## src/rtl/bpf_stage0_fetch_if.sv

```systemverilog
// Fetch-stage bundle: control inputs, instruction-memory port and the
// valid/ready handshake towards decode. master = fetch stage, slave = environment.
interface bpf_stage0_fetch_if #(
  parameter int PC_WIDTH    = 10,
  parameter int COUNT_WIDTH = 6
);
  logic                   start;
  logic                   halt;
  logic                   branch_mispredict;
  logic [PC_WIDTH-1:0]    branch_target;
  logic [PC_WIDTH-1:0]    inst_rd_addr;
  logic                   inst_rd_en;
  logic [63:0]            inst_mem_data;
  logic [63:0]            instr_out;
  logic [PC_WIDTH-1:0]    pc_out;
  logic                   PC_en;
  logic [COUNT_WIDTH-1:0] ocount;
  logic                   vld;
  logic                   next_rdy;

  modport master (
    input  start, halt, branch_mispredict, branch_target, inst_mem_data, PC_en, next_rdy,
    output inst_rd_addr, inst_rd_en, instr_out, pc_out, ocount, vld
  );

  modport slave (
    output start, halt, branch_mispredict, branch_target, inst_mem_data, PC_en, next_rdy,
    input  inst_rd_addr, inst_rd_en, instr_out, pc_out, ocount, vld
  );
endinterface

```

## src/rtl/bpf_stage0_fetch.sv

```systemverilog
// BPF CPU fetch stage: PC sequencing, one-deep outstanding memory read and a
// 2-entry output buffer that absorbs decode back-pressure without loss.
module bpf_stage0_fetch #(
  parameter int PC_WIDTH    = 10,
  parameter int COUNT_WIDTH = 6
) (
  input logic                  clk,
  input logic                  rst_n,
  bpf_stage0_fetch_if.master   fetch
);

  typedef enum logic {S_IDLE = 1'b0, S_RUN = 1'b1} state_t;

  state_t                 r_state, w_state_nxt;
  logic [PC_WIDTH-1:0]    r_pc, w_pc_nxt;
  logic                   r_inflight;
  logic [PC_WIDTH-1:0]    r_inflight_pc;
  logic [1:0]             r_occ;

  logic [63:0]            r_instr [2];
  logic [PC_WIDTH-1:0]    r_epc   [2];
  logic [COUNT_WIDTH-1:0] r_cnt   [2];

  logic                   w_run, w_flush, w_pop, w_push, w_issue, w_vld;
  logic [2:0]             w_slots;
  logic [1:0]             w_occ_after_pop;

  assign w_run           = (r_state == S_RUN);
  assign w_vld           = (r_occ != 2'd0);
  assign w_flush         = w_run && (fetch.halt || fetch.branch_mispredict);
  assign w_pop           = w_vld && fetch.next_rdy;
  // Data returning during a flush belongs to the abandoned path.
  assign w_push          = r_inflight && !w_flush;
  assign w_slots         = {1'b0, r_occ} + {2'b00, r_inflight} - {2'b00, w_pop};
  assign w_issue         = w_run && !fetch.halt && !fetch.branch_mispredict && (w_slots < 3'd2);
  assign w_occ_after_pop = r_occ - {1'b0, w_pop};

  always_ff @(posedge clk or negedge rst_n) begin
    if (!rst_n) begin
      r_state <= S_IDLE;
      r_pc    <= '0;
    end else begin
      r_state <= w_state_nxt;
      r_pc    <= w_pc_nxt;
    end
  end

  always_comb begin
    // NOTE: every output of this block gets a default first so no latch is inferred.
    w_state_nxt        = r_state;
    w_pc_nxt           = r_pc;
    fetch.inst_rd_en   = w_issue;
    fetch.inst_rd_addr = r_pc;
    case (r_state)
      S_IDLE: begin
        if (fetch.start) begin
          w_state_nxt = S_RUN;
          w_pc_nxt    = '0;
        end
      end
      S_RUN: begin
        if (fetch.halt) begin
          w_state_nxt = S_IDLE;
          w_pc_nxt    = '0;
        end else if (fetch.branch_mispredict) begin
          w_pc_nxt = fetch.branch_target;
        end else if (w_issue) begin
          w_pc_nxt = r_pc + PC_WIDTH'(1);
        end
      end
      default: w_state_nxt = S_IDLE;
    endcase
  end

  always_ff @(posedge clk or negedge rst_n) begin
    if (!rst_n) begin
      r_inflight    <= 1'b0;
      r_inflight_pc <= '0;
      r_occ         <= 2'd0;
    end else begin
      r_inflight <= w_issue;
      if (w_issue) r_inflight_pc <= r_pc;
      r_occ <= w_flush ? 2'd0 : (w_occ_after_pop + {1'b0, w_push});
    end
  end

  // Buffer is a shift pair: entry 0 is always the head.
  always_ff @(posedge clk or negedge rst_n) begin
    if (!rst_n) begin
      // NOTE: the buffer entries are reset because the head drives outputs that must read 0 out of reset.
      for (int i = 0; i < 2; i++) begin
        r_instr[i] <= '0;
        r_epc[i]   <= '0;
        r_cnt[i]   <= '0;
      end
    end else begin
      if (w_pop) begin
        r_instr[0] <= r_instr[1];
        r_epc[0]   <= r_epc[1];
        r_cnt[0]   <= r_cnt[1];
      end else if (w_vld && fetch.PC_en && (r_cnt[0] != '1)) begin
        r_cnt[0] <= r_cnt[0] + COUNT_WIDTH'(1);
      end
      // A later write to the same slot overrides the shift above.
      if (w_push) begin
        r_instr[w_occ_after_pop[0]] <= fetch.inst_mem_data;
        r_epc[w_occ_after_pop[0]]   <= r_inflight_pc;
        r_cnt[w_occ_after_pop[0]]   <= '0;
      end
    end
  end

  assign fetch.vld       = w_vld;
  assign fetch.instr_out = r_instr[0];
  assign fetch.pc_out    = r_epc[0];
  assign fetch.ocount    = r_cnt[0];

endmodule

```

## src/flat_wrapper.sv

```systemverilog
// flat-port wrapper written by rule: the top's interface ports become plain ports
module bpf_stage0_fetch_flat 
#(
  parameter int PC_WIDTH    = 10,
  parameter int COUNT_WIDTH = 6
)
  (clk, rst_n, fetch_start, fetch_halt, fetch_branch_mispredict, fetch_branch_target, fetch_inst_mem_data, fetch_PC_en, fetch_next_rdy, fetch_inst_rd_addr, fetch_inst_rd_en, fetch_instr_out, fetch_pc_out, fetch_ocount, fetch_vld);
  bpf_stage0_fetch_if #(.PC_WIDTH(PC_WIDTH), .COUNT_WIDTH(COUNT_WIDTH)) fetch_i ();
  input logic clk;
  input logic rst_n;
  input wire logic [$bits(fetch_i.start)-1:0] fetch_start;
  input wire logic [$bits(fetch_i.halt)-1:0] fetch_halt;
  input wire logic [$bits(fetch_i.branch_mispredict)-1:0] fetch_branch_mispredict;
  input wire logic [$bits(fetch_i.branch_target)-1:0] fetch_branch_target;
  input wire logic [$bits(fetch_i.inst_mem_data)-1:0] fetch_inst_mem_data;
  input wire logic [$bits(fetch_i.PC_en)-1:0] fetch_PC_en;
  input wire logic [$bits(fetch_i.next_rdy)-1:0] fetch_next_rdy;
  output wire logic [$bits(fetch_i.inst_rd_addr)-1:0] fetch_inst_rd_addr;
  output wire logic [$bits(fetch_i.inst_rd_en)-1:0] fetch_inst_rd_en;
  output wire logic [$bits(fetch_i.instr_out)-1:0] fetch_instr_out;
  output wire logic [$bits(fetch_i.pc_out)-1:0] fetch_pc_out;
  output wire logic [$bits(fetch_i.ocount)-1:0] fetch_ocount;
  output wire logic [$bits(fetch_i.vld)-1:0] fetch_vld;
  assign fetch_i.start = fetch_start;
  assign fetch_i.halt = fetch_halt;
  assign fetch_i.branch_mispredict = fetch_branch_mispredict;
  assign fetch_i.branch_target = fetch_branch_target;
  assign fetch_i.inst_mem_data = fetch_inst_mem_data;
  assign fetch_i.PC_en = fetch_PC_en;
  assign fetch_i.next_rdy = fetch_next_rdy;
  assign fetch_inst_rd_addr = fetch_i.inst_rd_addr;
  assign fetch_inst_rd_en = fetch_i.inst_rd_en;
  assign fetch_instr_out = fetch_i.instr_out;
  assign fetch_pc_out = fetch_i.pc_out;
  assign fetch_ocount = fetch_i.ocount;
  assign fetch_vld = fetch_i.vld;
  bpf_stage0_fetch #(.PC_WIDTH(PC_WIDTH), .COUNT_WIDTH(COUNT_WIDTH)) u_core (.clk(clk), .rst_n(rst_n), .fetch(fetch_i));
endmodule
```

## config.mk

```make
export PLATFORM = sky130hd
export DESIGN_NAME = bpf_stage0_fetch_flat
export DESIGN_NICKNAME = d
export VERILOG_FILES = /design/src/rtl/bpf_stage0_fetch_if.sv /design/src/rtl/bpf_stage0_fetch.sv /design/src/flat_wrapper.sv
export SDC_FILE = /design/constraint.sdc
export NUM_CORES = 1
export LEC_CHECK = 0
export CAP_MARGIN = 25
export CORE_MARGIN = 2
export CORE_UTILIZATION = 42
export DETAILED_ROUTE_END_ITERATION = 16
export PLACE_DENSITY = 0.73
export RECOVER_POWER = 50
export SYNTH_ARGS = -nofsm -noshare
export SYNTH_HDL_FRONTEND = slang
export SYNTH_SLANG_ARGS = --single-unit
export TNS_END_PERCENT = 100
```

## constraint.sdc

```tcl
create_clock -name clk -period 3 [get_ports clk]
set_input_delay 0.6 -clock clk [delete_from_list [all_inputs] [get_ports clk]]
set_output_delay 0.6 -clock clk [all_outputs]
set_load 0.02 [all_outputs]
```

==> summary.json, run 1 <==
{
  "final_layout": {
    "diodes": 0,
    "design.final.nets": 922,
    "final_layout_size_suffix_gt1_share_pct": 17.6,
    "syn_to_final_growth_pct": 24.3,
    "final_util_pct": 53.0
  },
  "setup_path": {
    "max_stage_delay_ns": 0.52,
    "gate_family_responsible_for_the_most_delay_along_the_worst_path": "buffers and inverters",
    "required_ns": 2.40,
    "critical_path.endpoint_type": "output port",
    "cp_cell_sequence": "clkdlybuf4s50_1, xor2_1, nand2_1, fa_2, xnor2_2, nand4_2, inv_2, buf_2",
    "cp.depth": 8,
    "cp_slowest_cell": "clkdlybuf4s50_1",
    "timing.reg2reg.worst_path_depth": 6,
    "critical_path_peak_fanout": 2,
    "worst_ep_arrival_time_ns": 2.29,
    "critical_path.startpoint_type": "primary input",
    "worst-path-buf-inv": 3,
    "timing.setup.critical_path_class": "in -> out"
  },
  "floorplanning": {
    "num_io_pins": 173,
    "design.die.area_um2": 21600,
    "floorplan.initialDensity_pct": 42.7,
    "die_extent_in_y_um": 147,
    "core_um2": 20200,
    "rows": 52,
    "chipWidth_um": 147
  },
  "sta": {
    "clock_skew_ns": 0.0122,
    "max-slew-margin-rel_pct": -25.5,
    "setup_viol_count_final": 0,
    "final_min_period_over_clock_period_pct": 96.5,
    "worst_slew_pin_slew_ns": 1.88,
    "final.setup.worst_slack_ns": 0.106,
    "grt_setup_unrepaired": "false",
    "maxClockFrequency_mhz": 346,
    "tns_ns": 0,
    "timing.final.crit_period_ns": 2.89,
    "hold_viol": 0,
    "slew_violations": 75
  },
  "cts": {
    "clk_root_buffer_cell": "clkbuf_16",
    "clk_pin_slew_ns": 0.06,
    "tritoncts": "yes",
    "clk-insertion-delay-late_ns": 0.43,
    "numCtsBuffers": 17,
    "cts-root-to-sink-buffers": 2,
    "postCtsHoldBufs": 0,
    "cts.sinks": 184,
    "ctsHtreeMaxLevel": 4
  },
  "route": {
    "post_drt_via_cell_ratio": 5.00,
    "drtIter0Drc": 222,
    "route.final.wire_length_mm": 17.3,
    "routed-via-count": 5605,
    "ant_nets": 0,
    "initial_drt_pass_iterations": 6,
    "post-route-drc-count": 0,
    "wl_per_cell_um": 15.5
  },
  "yosys": {
    "synth_commonest_cells": "dfrtp_1, a21oi_1, buf_4",
    "netlist_instances": 739,
    "synth-edff-count": 0,
    "synth.lib_cells_used.distinct": 44,
    "yosysSeqAreaShare_pct": 53.5,
    "ys_async_sr_fraction_pct": 100,
    "synthTopCellsByArea": "dfrtp_1, mux2_2, mux2i_1",
    "synth_warnings": 0,
    "synthesis.nets": 824,
    "synth_top_area_share_pct": 53.5,
    "synth.most_common_cell": "dfrtp_1",
    "main_synth_ff_type": "dfrtp_1",
    "postSynthRegisterBits": 184,
    "synthesis.area_um2": 8600,
    "avg_synthesized_cell_area_um2": 11.6,
    "post_synth_top_area_cell": "dfrtp_1"
  },
  "global_routing": {
    "global_route_wire_length_before_repair_mm": 28.8,
    "grt.total_usage_pct": 16.5,
    "grt_max_degree": 75,
    "globalRoute.totalOverflow": 0,
    "initial_antenna_violation_count": 0,
    "first_global_vias": 5535
  },
  "outcome": {
    "run_status": "finished, violations left",
    "violations": "max-capacitance violations, max-slew violations"
  },
  "run": {
    "cap_viol_max_count": 1
  },
  "placed_design": {
    "dp_hpwl_mm": 11.5,
    "port_buffers": 172,
    "globalplace.congestion": 0.835,
    "dp_worst_setup_slack_ns": -0.460
  },
  "pwr": {
    "leakagePower_nw": 5.27,
    "irDropWorstVdd_uv": 422,
    "powerDensity_nw_per_um2": 820,
    "total_power_mw": 8.77
  },
  "min_path": {
    "worstHoldPathType": "reg -> reg",
    "hold_depth": 1
  }
}
==> worst paths after layout <==
kind	to	startpoint	slack [ns]
worst min register to register	u_core.r_cnt[5]$_DFFE_PN0P_	u_core.r_cnt[5]$_DFFE_PN0P_	0.49
max in group asynchronous	u_core.r_occ[1]$_DFF_PN0_	rst_n	0.61
worst min-delay path	u_core.r_cnt[5]$_DFFE_PN0P_	u_core.r_cnt[5]$_DFFE_PN0P_	0.49
worst max register to register	u_core.fetch.instr_out[18]$_DFF_PN0_	u_core.r_occ[1]$_DFF_PN0_	0.45
worst max-delay path	fetch_inst_rd_en	fetch_next_rdy	0.11
min in group asynchronous	u_core.fetch.instr_out[27]$_DFF_PN0_	rst_n	0.70
==> layer usage <==
metal | vias to the layer above | GRT usage, % | routed length [µm]
li1 | 2683 | - | -
met1 | 2752 | 22.4 | 7930
met2 | 159 | 26.1 | 8100
met3 | 11 | 4.66 | 1150
met4 | 0 | 4.95 | 156
met5 | - | 0 | 0
==> area by class of cell <==
cell class,count,area (µm²)
clock inverter,12,118
sequential,184,4610
clock buffer,20,457
timing repair buffer,198,1970
inverter,8,30.0
multi-input combinational,428,3170
fill,1760,9480
tap,270,338
==> where the power goes <==
part           total, mW  switching (mW)  leakage (nW)  internal [mW]
sequential          3.59           0.420          2.38           3.17
combinational       3.00            1.49          2.61           1.51
clock               2.18           0.975         0.281           1.20
==> metrics by stage <==
stage | instance area (µm²) | hold WS, ns | std cells
2_1_floorplan | 8620 | 0.304 | 739
3_3_place_gp | 10200 | 0.463 | 1087
3_5_place_dp | 10200 | 0.465 | 1087
4_1_cts | 10800 | 0.223 | 1120
5_1_grt | 10700 | 0.518 | 1120
6_report | 10700 | 0.487 | 1120
==> cell families (layout without fill, tap and decap cells) <==
| logic type | count (synthesis) | after routing | synth area share [%] |
|---|---|---|---|
| DFF | 184 | 184 | 53.5 |
| muxes | 159 | 159 | 19.7 |
| buffers and inverters | 127 | 238 | 9.89 |
| AOI/OAI and AO/OA | 126 | 126 | 8.38 |
| and+or+nand+nor | 126 | 126 | 6.52 |
| xor gates and xnor gates | 13 | 13 | 1.32 |
| adders and majority gates | 4 | 4 | 0.669 |
==> worst reg2reg max path, stage by stage, from the launching register on <==
cell and delay [ns]:
dfrtp_2 0.40, or2_4 0.27, nand2_4 0.07, buf_4 0.38, buf_4 0.88, mux2i_1 0.32, a21oi_1 0.09
==> repair_timing <==
item,CTS,global route
gates resized for setup,4,1
setup buffers,1,0
endpoints found under the setup margin,1,1
pin swaps,1,1
==> layout by cell type (no fill, tap or decap), types with 2 or more instances in the layout <==
master / netlist / layout
dfrtp_1: 184 / 183
nor2_1: 78 / 78
mux2i_1: 76 / 76
nand2_1: 11 / 10
xor2_1: 4 / 4
o211ai_1: 3 / 3
clkinv_4: 0 / 5
or3_1: 2 / 2
a32o_1: 3 / 3
and3_1: 2 / 2
nand3_1: 11 / 11
a31oi_1: 2 / 2
a2111oi_0: 2 / 2
a22o_2: 2 / 2
clkbuf_8: 0 / 2
clkdlybuf4s50_1: 0 / 135
a22oi_1: 2 / 2
a21oi_1: 84 / 84
mux2_2: 79 / 79
and3_2: 2 / 2
and2_0: 0 / 4
and2_1: 8 / 4
mux2_1: 4 / 4
ha_1: 3 / 2
inv_1: 8 / 7
buf_12: 0 / 6
clkbuf_1: 12 / 4
o21ai_0: 18 / 18
clkinv_2: 0 / 2
o31ai_1: 2 / 2
clkbuf_4: 0 / 2
clkbuf_16: 0 / 17
o21ai_2: 2 / 2
xnor2_1: 9 / 8
dlygate4sd3_1: 0 / 35
nand2b_1: 5 / 5
inv_6: 0 / 3
buf_4: 81 / 15
(Power assumes the default switching activity.)
==> run 2: changes to the inputs <==
--- a/config.mk
+++ b/config.mk
@@ -9,6 +9,7 @@
 export CORE_MARGIN = 2
 export CORE_UTILIZATION = 42
 export DETAILED_ROUTE_END_ITERATION = 16
+export HOLD_SLACK_MARGIN = 0.05
 export PLACE_DENSITY = 0.73
 export RECOVER_POWER = 50
 export SYNTH_ARGS = -nofsm -noshare
==> results of run 2 <==
Final layout, timing and power as in run 1 (identical DEF).
==> run 3: changes to the inputs <==
--- a/config.mk
+++ b/config.mk
@@ -12,6 +12,7 @@
 export HOLD_SLACK_MARGIN = 0.05
 export PLACE_DENSITY = 0.73
 export RECOVER_POWER = 50
+export REMOVE_ABC_BUFFERS = 1
 export SYNTH_ARGS = -nofsm -noshare
 export SYNTH_HDL_FRONTEND = slang
 export SYNTH_SLANG_ARGS = --single-unit
==> run 3 against run 2 <==
Net effect: register-to-register slack worse by 0.09 ns; sequential share of layout area down 0.19 points; the flow still finishes with violations (max-capacitance violations, max-slew violations); clock skew down 0.00087 ns; count of clock-buffer cells in the layout down 2.
==> summary.json, run 3 (synthesized netlist as in run 1, its figures left out) <==
{
  "sta": {
    "final_min_period_over_clock_period": {"value": 95.1, "unit": "%", "change": "-1.4 points"},
    "timing.final.crit_period": {"value": 2.85, "unit": "ns", "change": "-0.0408 ns"},
    "max-slew-margin-rel": {"value": -41.1, "unit": "%", "change": "-16 points"},
    "setup_viol_count_final": {"value": 0, "change": "unchanged"},
    "worst_slew_pin_slew": {"value": 2.12, "unit": "ns", "change": "+0.235 ns"},
    "slew_violations": {"value": 81, "change": "+8.0%"},
    "maxClockFrequency": {"value": 350, "unit": "MHz", "change": "+1.4%"},
    "hold_viol": {"value": 0, "change": "unchanged"},
    "clock_skew": {"value": 0.0114, "unit": "ns", "change": "-0.000874 ns"},
    "hold-worst-slack": {"value": 0.480, "unit": "ns", "change": "-0.00753 ns"}
  },
  "floorplanning": {
    "design.die.area": {"value": 21600, "unit": "µm²", "change": "unchanged"},
    "chipWidth": {"value": 147, "unit": "µm", "change": "unchanged"},
    "floorplan.initialDensity": {"value": 42.7, "unit": "%", "change": "unchanged"},
    "rows": {"value": 52, "change": "unchanged"},
    "die_extent_in_y": {"value": 147, "unit": "µm", "change": "unchanged"},
    "num_io_pins": {"value": 173, "change": "unchanged"},
    "core": {"value": 20200, "unit": "µm²", "change": "unchanged"}
  },
  "route": {
    "route.final.wire_length": {"value": 16.7, "unit": "mm", "change": "-3.7%"},
    "wl_per_cell": {"value": 15.0, "unit": "µm", "change": "-3.4%"},
    "ant_nets": {"value": 0, "change": "unchanged"},
    "routed-via-count": {"value": 5496, "change": "-1.9%"},
    "post-route-drc-count": {"value": 0, "change": "unchanged"},
    "drtIter0Drc": {"value": 282, "change": "+27%"},
    "post_drt_via_cell_ratio": {"value": 4.92, "change": "-1.6%"},
    "initial_drt_pass_iterations": {"value": 4, "change": "-2"}
  },
  "pwr": {
    "pwr-share-seq": {"value": 40.3, "unit": "%", "change": "-0.7 points"},
    "leakagePower": {"value": 5.27, "unit": "nW", "change": "about the same"},
    "irDropWorstVdd": {"value": 392, "unit": "µV", "change": "-7.1%"},
    "switching_share": {"value": 32.6, "unit": "%", "change": "-0.35 points"},
    "power.share.clock": {"value": 26.4, "unit": "%", "change": "+1.6 points"},
    "combinationalPowerShare": {"value": 33.4, "unit": "%", "change": "-0.8 points"},
    "internal_power": {"value": 6.00, "unit": "mW", "change": "+1.9%"},
    "powerDensity": {"value": 828, "unit": "nW/µm²", "change": "+0.97%"},
    "total_power": {"value": 8.89, "unit": "mW", "change": "+1.4%"},
    "net-switching-power": {"value": 2.90, "unit": "mW", "change": "+0.31%"}
  },
  "global_routing": {
    "grt_max_degree": {"value": 85, "change": "+13%"},
    "globalRoute.totalOverflow": {"value": 0, "change": "unchanged"},
    "global_route_wire_length_before_repair": {"value": 28.0, "unit": "mm", "change": "-2.9%"},
    "initial_antenna_violation_count": {"value": 0, "change": "unchanged"},
    "first_global_vias": {"value": 5527, "change": "-0.14%"},
    "grt.total_usage": {"value": 16.0, "unit": "%", "change": "-0.59 points"}
  },
  "final_layout": {
    "syn_to_final_growth_pct": 24.8,
    "final_layout_size_suffix_gt1_share": {"value": 17.5, "unit": "%", "change": "-0.15 points"},
    "fill_cells": {"value": 1763, "change": "+0.17%"},
    "post-route-cell-area": {"value": 10700, "unit": "µm²", "change": "+0.42%"},
    "final_common_cell": "dfrtp_1",
    "final_cells": {"value": 1116, "change": "-0.36%"},
    "diodes": {"value": 0, "change": "unchanged"},
    "final_util": {"value": 53.2, "unit": "%", "change": "+0.22 points"},
    "design.final.nets": {"value": 918, "change": "-0.43%"},
    "layout.cells.most_common_list": "dfrtp_1, clkdlybuf4s50_1, a21oi_1, mux2_2, nor2_1"
  },
  "cts": {
    "clk-insertion-delay-late": {"value": 0.43, "unit": "ns", "change": "about the same"},
    "clk_root_buffer_cell": "clkbuf_16",
    "cts-root-to-sink-buffers": {"value": 2, "change": "unchanged"},
    "ctsHtreeMaxLevel": {"value": 4, "change": "unchanged"},
    "tritoncts": "yes",
    "postCtsHoldBufs": {"value": 0, "change": "unchanged"},
    "numCtsBuffers": {"value": 17, "change": "unchanged"},
    "clk_pin_slew": {"value": 0.07, "unit": "ns", "change": "about the same"},
    "cts.sinks": {"value": 184, "change": "unchanged"}
  },
  "placed_design": {
    "detailed_place.area": {"value": 10100, "unit": "µm²", "change": "-0.53%"},
    "globalplace.congestion": {"value": 0.809, "change": "-3.1%"},
    "port_buffers": {"value": 172, "change": "unchanged"},
    "dp_hpwl": {"value": 11.1, "unit": "mm", "change": "-4.1%"},
    "place.detailed.instances": {"value": 1083, "change": "-0.37%"}
  },
  "run": {
    "cap_viol_max_count": {"value": 1, "change": "unchanged"}
  },
  "setup_path": {
    "critical_path.startpoint_type": "primary input",
    "critical_path.endpoint_type": "output port",
    "worst_ep_arrival_time": {"value": 2.25, "unit": "ns", "change": "-0.04 ns"},
    "timing.setup.critical_path_class": "in -> out",
    "critical_path_peak_fanout": {"value": 2, "change": "unchanged"},
    "required": {"value": 2.40, "unit": "ns", "change": "about the same"}
  },
  "outcome": {
    "violations": "max-capacitance violations, max-slew violations",
    "run_status": "finished, violations left"
  },
  "min_path": {
    "worstHoldPathType": "reg -> reg"
  }
}
## run 3: cell types whose count changed in the layout (fill, tap and decap cells not counted), moves of 3 or more
cell / previous run / this run
clkinvlp_4: 1 / 5
inv_8: 0 / 3
dlygate4sd3_1: 35 / 43
clkbuf_1: 4 / 1
clkdlybuf4s50_1: 135 / 127
clkinv_4: 5 / 0
and2_1: 4 / 8
and2_0: 4 / 0
## run 3: critical path, cell delays in order
cell             delay [ns]
clkdlybuf4s50_1        0.49
xor2_1                 0.16
nand2_1                0.09
fa_2                   0.56
nand4_2                0.12
inv_1                  0.09
buf_2                  0.16
## run 3: metrics by stage
step / setup TNS, ns / worst slack, ns
after global placement: -4.37 / -0.322
final: 0 / 0.147
after global routing: -0.00411 / -0.00411
after detailed placement: -5.40 / -0.384
after floorplan: -155.13 / -2.44
after CTS: 0 / 0.0179
## run 3: worst paths after layout
path / startpoint / to / slack, ns / cells after the start
hold reg to reg: u_core.r_cnt[2]$_DFFE_PN0P_ / u_core.r_cnt[2]$_DFFE_PN0P_ / 0.48 / 1
hold / removal: u_core.r_cnt[2]$_DFFE_PN0P_ / u_core.r_cnt[2]$_DFFE_PN0P_ / 0.48 / 1
max in group asynchronous: rst_n / asynchronous set/reset pin / 0.81 / 2
min in group asynchronous: rst_n / u_core.fetch.instr_out[52]$_DFF_PN0_ / 0.79 / 1
setup / recovery: fetch_next_rdy / fetch_inst_rd_en / 0.15 / 7
setup reg to reg: u_core.r_occ[1]$_DFF_PN0_ / u_core.fetch.instr_out[19]$_DFF_PN0_ / 0.36 / 6
## run 3: cell type report
cell class,instances,area (µm²),area share (%)
Clock inverter,14,188,1.75
Timing Repair Buffer,194,1960,18.2
Multi-Input combinational cell,428,3190,29.7
Sequential cell,184,4600,42.9
Clock buffer,18,429,4.00
Tap cell,270,338,3.15
Inverter,8,30.0,0.280
## run 3: routing by layer
layer	GRT usage, %	routed length [µm]	vias up
li1	-	-	2677
met1	21.8	7910	2673
met5	0	0	-
met3	4.22	781	14
met4	4.33	196	0
met2	25.3	7810	132
## run 3: what timing repair did
action,4_1_cts,5_1_grt
pin swaps,1,1
resized for setup,5,1
setup buffers,0,1
setup endpoints to repair,1,1
## run 3: power by group through the flow
stage	combinational [mW]	clock [mW]	sequential [mW]
floorplan	0.890	0	4.29
global placement	3.06	0	3.63
detailed placement	3.10	0	3.66
CTS	3.11	2.42	3.61
global route	3.18	2.52	3.69
finish	2.97	2.35	3.58
